<file path="config.mk">
export PLATFORM = sky130hd
export DESIGN_NAME = mem_arbiter
export DESIGN_NICKNAME = d
export VERILOG_FILES = /design/src/rtl/mem_arbiter.sv
export SDC_FILE = /design/constraint.sdc
export NUM_CORES = 1
export LEC_CHECK = 0
export BUFFER_PORTS_ARGS = -buffer_cell sky130_fd_sc_hd__buf_2
export CORE_AREA = 2 2 101 103
export CTS_CLUSTER_DIAMETER = 200
export CTS_CLUSTER_SIZE = 28
export DETAILED_ROUTE_END_ITERATION = 8
export DIE_AREA = 0 0 103 105
export PLACE_DENSITY = 0.8
export SYNTH_ARGS = -nofsm -noshare
export SYNTH_HDL_FRONTEND = slang
export SYNTH_SLANG_ARGS = --single-unit
</file>
<file path="constraint.sdc">
create_clock -name CLK -period 3.55 [get_ports CLK]
set_input_delay 0.355 -clock CLK [delete_from_list [all_inputs] [get_ports CLK]]
set_output_delay 0.355 -clock CLK [all_outputs]
set_load 0.005 [all_outputs]
</file>
<file path="src/rtl/mem_arbiter.sv">
// mem_arbiter
//   Shares one multi-cycle, single-ported main memory between an
//   instruction-fetch port (I, read-only) and a data port (D, read/write).
//   Requests are serialised: D has priority, but when both ports are pending
//   the port that was not served last wins, so the grants alternate.
//   Each requester is stalled via its BUSYWAIT until its transaction is done.
//
// Ports
//   CLK, RESET                 clock (rising edge), async active-low reset
//   I_READ, I_ADDRESS          instruction block read request
//   I_READDATA, I_BUSYWAIT     returned instruction block, stall to I
//   D_READ, D_WRITE            data block read / write request (both = write)
//   D_ADDRESS, D_WRITEDATA     data block address and write data
//   D_READDATA, D_BUSYWAIT     returned data block, stall to D
//   MEM_READ, MEM_WRITE        memory strobes (registered)
//   MEM_ADDRESS, MEM_WRITEDATA memory address / write data (registered)
//   MEM_READDATA, MEM_BUSYWAIT memory read data and busy
//   ERROR                      sticky flag: a service timed out

module mem_arbiter #(
    parameter int unsigned ADDR_W  = 6,
    parameter int unsigned DATA_W  = 32,
    parameter int unsigned TIMEOUT = 64
) (
    input  logic              CLK,
    input  logic              RESET,
    input  logic              I_READ,
    input  logic [ADDR_W-1:0] I_ADDRESS,
    output logic [DATA_W-1:0] I_READDATA,
    output logic              I_BUSYWAIT,
    input  logic              D_READ,
    input  logic              D_WRITE,
    input  logic [ADDR_W-1:0] D_ADDRESS,
    input  logic [DATA_W-1:0] D_WRITEDATA,
    output logic [DATA_W-1:0] D_READDATA,
    output logic              D_BUSYWAIT,
    output logic              MEM_READ,
    output logic              MEM_WRITE,
    output logic [ADDR_W-1:0] MEM_ADDRESS,
    output logic [DATA_W-1:0] MEM_WRITEDATA,
    input  logic [DATA_W-1:0] MEM_READDATA,
    input  logic              MEM_BUSYWAIT,
    output logic              ERROR
);

    localparam int unsigned      CNT_W     = $clog2(TIMEOUT + 1);
    localparam logic [CNT_W-1:0] CNT_LIMIT = CNT_W'(TIMEOUT);

    typedef enum logic [2:0] {
        IDLE,
        SERVE_D,
        SERVE_I,
        DONE_D,
        DONE_I
    } state_e;

    state_e              state_q,  state_d;
    logic                last_d_q, last_d_d;   // 1: D was granted last
    logic                seen_q,   seen_d;     // memory has reported busy
    logic [CNT_W-1:0]    cnt_q,    cnt_d;      // cycles spent in SERVE
    logic                rd_q,     rd_d;
    logic                wr_q,     wr_d;
    logic [ADDR_W-1:0]   addr_q,   addr_d;
    logic [DATA_W-1:0]   wdata_q,  wdata_d;
    logic [DATA_W-1:0]   irdata_q, irdata_d;
    logic [DATA_W-1:0]   drdata_q, drdata_d;
    logic                err_q,    err_d;

    logic                d_req;
    logic                finish;

    assign d_req = D_READ | D_WRITE;

    always_comb begin
        state_d  = state_q;
        last_d_d = last_d_q;
        seen_d   = seen_q;
        cnt_d    = cnt_q;
        rd_d     = rd_q;
        wr_d     = wr_q;
        addr_d   = addr_q;
        wdata_d  = wdata_q;
        irdata_d = irdata_q;
        drdata_d = drdata_q;
        err_d    = err_q;
        finish   = 1'b0;

        case (state_q)
            IDLE: begin
                // D wins unless I is also waiting and D had the last grant.
                if (d_req && (!I_READ || !last_d_q)) begin
                    state_d = SERVE_D;
                    addr_d  = D_ADDRESS;
                    wdata_d = D_WRITEDATA;
                    wr_d    = D_WRITE;
                    rd_d    = ~D_WRITE;
                end else if (I_READ) begin
                    state_d = SERVE_I;
                    addr_d  = I_ADDRESS;
                    wr_d    = 1'b0;
                    rd_d    = 1'b1;
                end
            end

            SERVE_D, SERVE_I: begin
                cnt_d = cnt_q + 1'b1;
                // Completion uses the busy flag from earlier edges, so the
                // memory must have been seen busy at least once before.
                if (seen_q && !MEM_BUSYWAIT) begin
                    finish = 1'b1;
                    if (rd_q) begin
                        if (state_q == SERVE_D) begin
                            drdata_d = MEM_READDATA;
                        end else begin
                            irdata_d = MEM_READDATA;
                        end
                    end
                end else if (cnt_d == CNT_LIMIT) begin
                    finish = 1'b1;
                    err_d  = 1'b1;
                end else if (MEM_BUSYWAIT) begin
                    seen_d = 1'b1;
                end

                if (finish) begin
                    state_d  = (state_q == SERVE_D) ? DONE_D : DONE_I;
                    last_d_d = (state_q == SERVE_D);
                    rd_d     = 1'b0;
                    wr_d     = 1'b0;
                    seen_d   = 1'b0;
                    cnt_d    = '0;
                end
            end

            DONE_D, DONE_I: begin
                state_d = IDLE;
            end

            default: begin
                state_d = IDLE;
            end
        endcase
    end

    always_ff @(posedge CLK or negedge RESET) begin
        if (!RESET) begin
            state_q  <= IDLE;
            last_d_q <= 1'b0;
            seen_q   <= 1'b0;
            cnt_q    <= '0;
            rd_q     <= 1'b0;
            wr_q     <= 1'b0;
            addr_q   <= '0;
            wdata_q  <= '0;
            irdata_q <= '0;
            drdata_q <= '0;
            err_q    <= 1'b0;
        end else begin
            state_q  <= state_d;
            last_d_q <= last_d_d;
            seen_q   <= seen_d;
            cnt_q    <= cnt_d;
            rd_q     <= rd_d;
            wr_q     <= wr_d;
            addr_q   <= addr_d;
            wdata_q  <= wdata_d;
            irdata_q <= irdata_d;
            drdata_q <= drdata_d;
            err_q    <= err_d;
        end
    end

    // Stalls depend only on the request and the registered state, never on
    // MEM_BUSYWAIT, so a new request stalls in its very first cycle.
    assign I_BUSYWAIT    = I_READ & (state_q != DONE_I);
    assign D_BUSYWAIT    = d_req  & (state_q != DONE_D);

    assign MEM_READ      = rd_q;
    assign MEM_WRITE     = wr_q;
    assign MEM_ADDRESS   = addr_q;
    assign MEM_WRITEDATA = wdata_q;
    assign I_READDATA    = irdata_q;
    assign D_READDATA    = drdata_q;
    assign ERROR         = err_q;

endmodule

</file>
==> results_dict.tcl, run 1 <==
set metrics [dict create \
    clkSlewWorstSetupHoldPaths_ps 60 \
    cts_post_setup_buffers_inserted 0 \
    cap_viol_max_count 0 \
    status "finished, violations left" \
    grt_max_degree 77 \
    required_ps 3930 \
    r2r_setup_slack_ps 1420 \
    placed_area_um2 5820 \
    yosysMostFrequentCell "dfrtp_1" \
    crit_fanout 32 \
    crit_type "reg -> reg" \
    dr_total_vias 3426 \
    ys_warn_count 0 \
    synth_edf_count 0 \
    h-tree-depth 4 \
    finish.instance_area_um2 6460 \
    slew_viol_final 0 \
    drtAntennaViolNets 0 \
    worst_pin_slew_ps 941 \
    synth_common_cells "117 x dfrtp_1, 93 x mux2_2, 22 x nand2_1, 10 x o21ai_0, 8 x buf_2" \
    r2r_end "MEM_WRITEDATA[8]" \
    vias_per_cell 5.11 \
    rsz0062_at_grt "no" \
    synth_top_cells_by_area "dfrtp_1 62%, mux2_2 22%, nand2_1 1.7%, mux2i_1 1.3%, o21ai_0 1.1%" \
    pin_count 189 \
    die_area_um2 10800 \
    yosysTopAreaCellShare 0.616 \
    gr-total-overflow 0 \
    fin_crit_sh 0.599 \
    timing.rr.start "last_d_q" \
    yosysTopAreaCell "dfrtp_1" \
    syn_area_um2 4750 \
    cts_made_buffers 17 \
    hp-class "in -> async" \
    nFillCells 725 \
    postRouteWirelength_um 10800 \
    firstDrtPassIters 4 \
    async_reset_ff_frac 1.00 \
    pre_cts_ws_ps 1370 \
    p_leak_uw 0.00327 \
    dp_hpwl_um 7600 \
    max_freq_ghz 0.470 \
    grt_use_total 0.207 \
    worstSetupStartpointType "register" \
    seq_area_frac_synth 0.616 \
    cts_sinks 117 \
    core_area_um2 9640 \
    core.rowCount 36 \
    grt_pass1_wl_um 17300 \
    clock_latency_ps 510 \
    grt_pass1_vias 3693 \
    io_buffers 188 \
    ys_types 46 \
    skew_ps 12.9 \
    post-route-util 0.670 \
    r2r_cells 3 \
    cts_tree "built" \
    period_needed_ps 2130 \
    cp_data_arrival_time_ps 2510 \
    postCtsHoldBufs 0 \
    antenna_cells 0 \
    final_layout_size_suffix_gt1_frac 0.607 \
    worst_slack_ps 1420 \
    syn_inst 330 \
    synth.avg_cell_area_um2 14.4 \
    start_util 0.493 \
    power.density_nw_per_um2 948 \
    fp.dieH_um 105 \
    multiInputGateArea_um2 1730 \
    regArea_um2 2930 \
    avgRoutedWirePerCell_um 16.1 \
    hold_viol 4 \
    clock_path_buffers 2 \
    critPathCaptureType "register" \
    fin_tns_setup_ps 0 \
    place_congestion 0.790 \
    failed_checks "hold timing" \
    drc 0 \
    antenna_found_initial 0 \
    cts_resized 0 \
    ys.flop_type "dfrtp_1" \
    worst_hold_slack_ps -4.09 \
    syn-num-nets 414 \
    ys_seq_elements 117 \
    cts_root_buffer "clkbuf_8" \
    finalNetCount 608 \
    max-vdd-ir-drop_uv 560 \
    die_w_um 103 \
    setup_viol_count_final 0 \
    slew_headroom 0.373 \
    area_growth_pct 35.9 \
    drtIter0Drc 108 \
]
==> state kept, by name, indices dropped and copies added (netlist names) <==
register and cells:
MEM_WRITEDATA 32, cnt_q 7, last_d_q 1, state_q 3, ERROR 1, seen_q 1
MEM_ADDRESS 6, I_READDATA 32, D_READDATA 32, MEM_READ 1, MEM_WRITE 1
==> cell usage in the layout, fill, tap and decap left out, types with 2 or more instances in the layout <==
cell type / synthesis / routed
xnor2_1: 2 / 2
mux2i_1: 6 / 6
buf_4: 1 / 4
o21ai_0: 10 / 10
inv_1: 2 / 2
clkinv_2: 0 / 2
ha_1: 2 / 2
nor2_1: 4 / 4
mux2_2: 93 / 93
clkbuf_16: 0 / 16
o31a_1: 2 / 2
nand4_1: 3 / 3
nand2_1: 22 / 22
nor3_1: 4 / 4
clkbuf_8: 1 / 5
nand3_1: 6 / 6
dfrtp_1: 117 / 117
nand4b_1: 2 / 2
a21oi_2: 2 / 2
clkinv_4: 0 / 2
mux2_1: 3 / 3
and3_4: 2 / 2
clkinvlp_4: 0 / 2
and3_1: 2 / 2
a31oi_1: 2 / 2
o21ai_1: 3 / 3
o31ai_1: 3 / 3
bufinv_16: 0 / 4
buf_2: 8 / 187
==> metrics by stage <==
step / total power [uW] / std cells
after CTS: 6200 / 670
after global placement: 4220 / 638
final: 6130 / 670
after detailed placement: 4350 / 638
after global routing: 6500 / 670
after floorplan: 3430 / 330
==> final cells by class <==
cell class | instances | area share
well taps | 133 | 0.0258
clock inverters | 11 | 0.0265
inverters | 2 | 0.00116
flip-flops and latches | 117 | 0.453
multi-input cells | 194 | 0.268
repair buffers | 192 | 0.153
clock buffers | 21 | 0.0726
==> critical path, cell delays in order, from the launching register on <==
cell,delay [ps]
dfrtp_1,430
a21oi_2,480
nand2_2,580
mux2_1,500
==> routing by layer <==
layer	global-route usage	vias to the layer above	wire length (um)	part of all wire
li1	-	1576	-	-
met1	0.235	1702	4170	0.39
met2	0.347	134	5570	0.52
met3	0.0829	14	907	0.084
met4	0.0771	0	129	0.012
met5	0	-	0	0
==> cell families (layout without fill, tap and decap cells) <==
family | after synthesis | in the layout | share of synthesized area
DFF | 117 | 117 | 0.616
muxes | 102 | 102 | 0.240
and+or+nand+nor | 55 | 55 | 0.0640
AOI/OAI and AO/OA | 32 | 32 | 0.0492
buffers and inverters | 19 | 226 | 0.0200
xor gates and xnor gates | 3 | 3 | 0.00553
adders and majority gates | 2 | 2 | 0.00526
==> report_power, final <==
group	leakage (uW)	internal (uW)	switching [uW]
combinational	0.00151	1080	857
clock	0.000311	1220	591
sequential	0.00145	1990	395
total	0.00327	4280	1840
==> worst max path at each step <==
stage | end | depth (start not counted) | slack [ps] | start
floorplan | last_d_q | 6 | 1820 | cnt_q[0]
global placement | MEM_WRITEDATA[8] | 5 | 1470 | D_WRITE
detailed placement | MEM_WRITEDATA[7] | 5 | 1370 | D_WRITE
CTS | MEM_WRITEDATA[7] | 3 | 1410 | state_q[1]
finish | MEM_WRITEDATA[8] | 3 | 1420 | last_d_q
global route | MEM_WRITEDATA[8] | 3 | 1300 | last_d_q
(Power assumes the default switching activity.)
==> inputs of run 2 (changes only) <==
CORE_AREA = 2 2 107 109   (was 2 2 101 103)
DIE_AREA = 0 0 109 111   (was 0 0 103 105)
PLACE_DENSITY = 0.75   (was 0.8)
clock period = 1.83 ns   (was 3.55 ns; I/O delays follow)
==> run 2 against run 1 <==
Net effect: the flow now finishes without violations; hold slack better by 17 ps; critical path depth is 3 higher; die area is 12% higher; total power is 93% higher.
==> results_dict.tcl, run 2 (synthesis gave the netlist of run 1 again) <==
set metrics [dict create \
    slew_headroom 0.482 \
    pin_count 189 \
    cts_tree "built" \
    vias_per_cell 4.89 \
    die_area_um2 12100 \
    clock_latency_ps 410 \
    final-instance-count-excl-fill 697 \
    place_congestion 0.755 \
    multiInputGateArea_um2 1750 \
    clkSlewWorstSetupHoldPaths_ps 50 \
    start_util 0.429 \
    antenna_found_initial 0 \
    worstSetupStartpointType "register" \
    finish.instance_area_um2 6620 \
    skew_ps 7.02 \
    cp_data_arrival_time_ps 2030 \
    dp_hpwl_um 7630 \
    antenna_cells 0 \
    required_ps 2110 \
    setup_viol_count_final 0 \
    finalNetCount 625 \
    p_leak_uw 0.00333 \
    crit_type "reg -> reg" \
    drtIter0Drc 111 \
    drc 0 \
    nFillCells 904 \
    cap_viol_max_count 0 \
    most-common-layout-cells "187 x buf_2, 117 x dfrtp_1, 93 x mux2_2" \
    max_freq_ghz 0.569 \
    dr_total_vias 3408 \
    final_layout_size_suffix_gt1_frac 0.606 \
    die_w_um 109 \
    power.density_nw_per_um2 1790 \
    hold_viol 0 \
    status "completed" \
    regArea_um2 2930 \
    min_path_cells 2 \
    drtAntennaViolNets 0 \
    core.rowCount 39 \
    grt_pass1_wl_um 17500 \
    cts_sinks 117 \
    r2r_cells 6 \
    worst_hold_slack_ps 13.3 \
    gr-total-overflow 0 \
    io_buffers 188 \
    post-route-util 0.598 \
    final_common_cell "buf_2" \
    postRouteWirelength_um 10900 \
    area_growth_pct 39.3 \
    max-vdd-ir-drop_uv 981 \
    placed_cells 657 \
    crit_fanout 6 \
    firstDrtPassIters 4 \
    slew_viol_final 0 \
    h-tree-depth 4 \
    fp.dieH_um 111 \
    period_needed_ps 1760 \
    core_area_um2 11100 \
    power_uw 11800 \
    fin_crit_sh 0.960 \
    clock_path_buffers 2 \
    grt_pass1_vias 3677 \
    grt_max_degree 68 \
    worst_pin_slew_ps 771 \
    cts_root_buffer "clkbuf_16" \
    grt_use_total 0.189 \
    placed_area_um2 5920 \
    avgRoutedWirePerCell_um 15.7 \
    cts_made_buffers 17 \
    hp-class "in -> reg" \
    critPathCaptureType "register" \
]
run 2: cell count changes in the layout (fill, tap and decap cells not counted), sizes merged:
cell	delta
bufinv	-1
clkbuf	-2
buf	+9
dlygate4sd3	+8
clkinvlp	+3
run 2: area by class of cell:
cell class | count | share of cell area
clock buffer | 19 | 0.0669
tap | 143 | 0.0270
timing repair buffer | 209 | 0.175
clock inverter | 13 | 0.0236
sequential | 117 | 0.442
multi-input combinational | 194 | 0.264
inverter | 2 | 0.00113
run 2: layer usage:
metal	global-route usage	part of all wire	vias to the layer above	wire length, um
met5	0	0	-	0
met4	0.0735	0.012	0	127
met3	0.0723	0.075	12	821
met2	0.321	0.51	120	5610
met1	0.210	0.40	1672	4350
li1	-	-	1604	-
run 2: metrics by stage:
stage	setup WS (ps)	TNS, ps
5_1_grt	-5.63	-6.22
3_5_place_dp	11.3	0
3_3_place_gp	86.9	0
6_report	73.0	0
2_1_floorplan	101	0
4_1_cts	5.77	0
run 2: critical path: stages (launching register included):
cell and delay [ps]:
dfrtp_1 410, buf_4 160, and3_4 160, and3_4 170, o221ai_4 230, a21boi_1 110, or3b_1 390
run 2: repair_timing:
item | CTS | global route
resized for setup | 0 | 3
endpoints found under the setup margin | 0 | 5
hold buffers | 6 | 2
buffers inserted | 0 | 0
endpoints found under the hold margin | 27 | 2
run 2: worst paths after layout:
| path | from | endpoint | slack [ps] |
|---|---|---|---|
| setup / recovery | cnt_q[1] | last_d_q | 70 |
| hold / removal | MEM_READDATA[7] | D_READDATA[7] | 10 |
| setup reg to reg | cnt_q[1] | last_d_q | 70 |
| hold reg to reg | MEM_ADDRESS[1] | MEM_ADDRESS[1] | 480 |
| max in group asynchronous | RESET | MEM_WRITEDATA[25] | 940 |
| min in group asynchronous | RESET | D_READDATA[28] | 190 |
run 2: where the power goes:
| part | internal [uW] | switching [uW] |
|---|---|---|
| Combinational | 2210 | 1730 |
| Clock | 2170 | 1170 |
| Sequential | 3850 | 708 |
| Total | 8230 | 3600 |
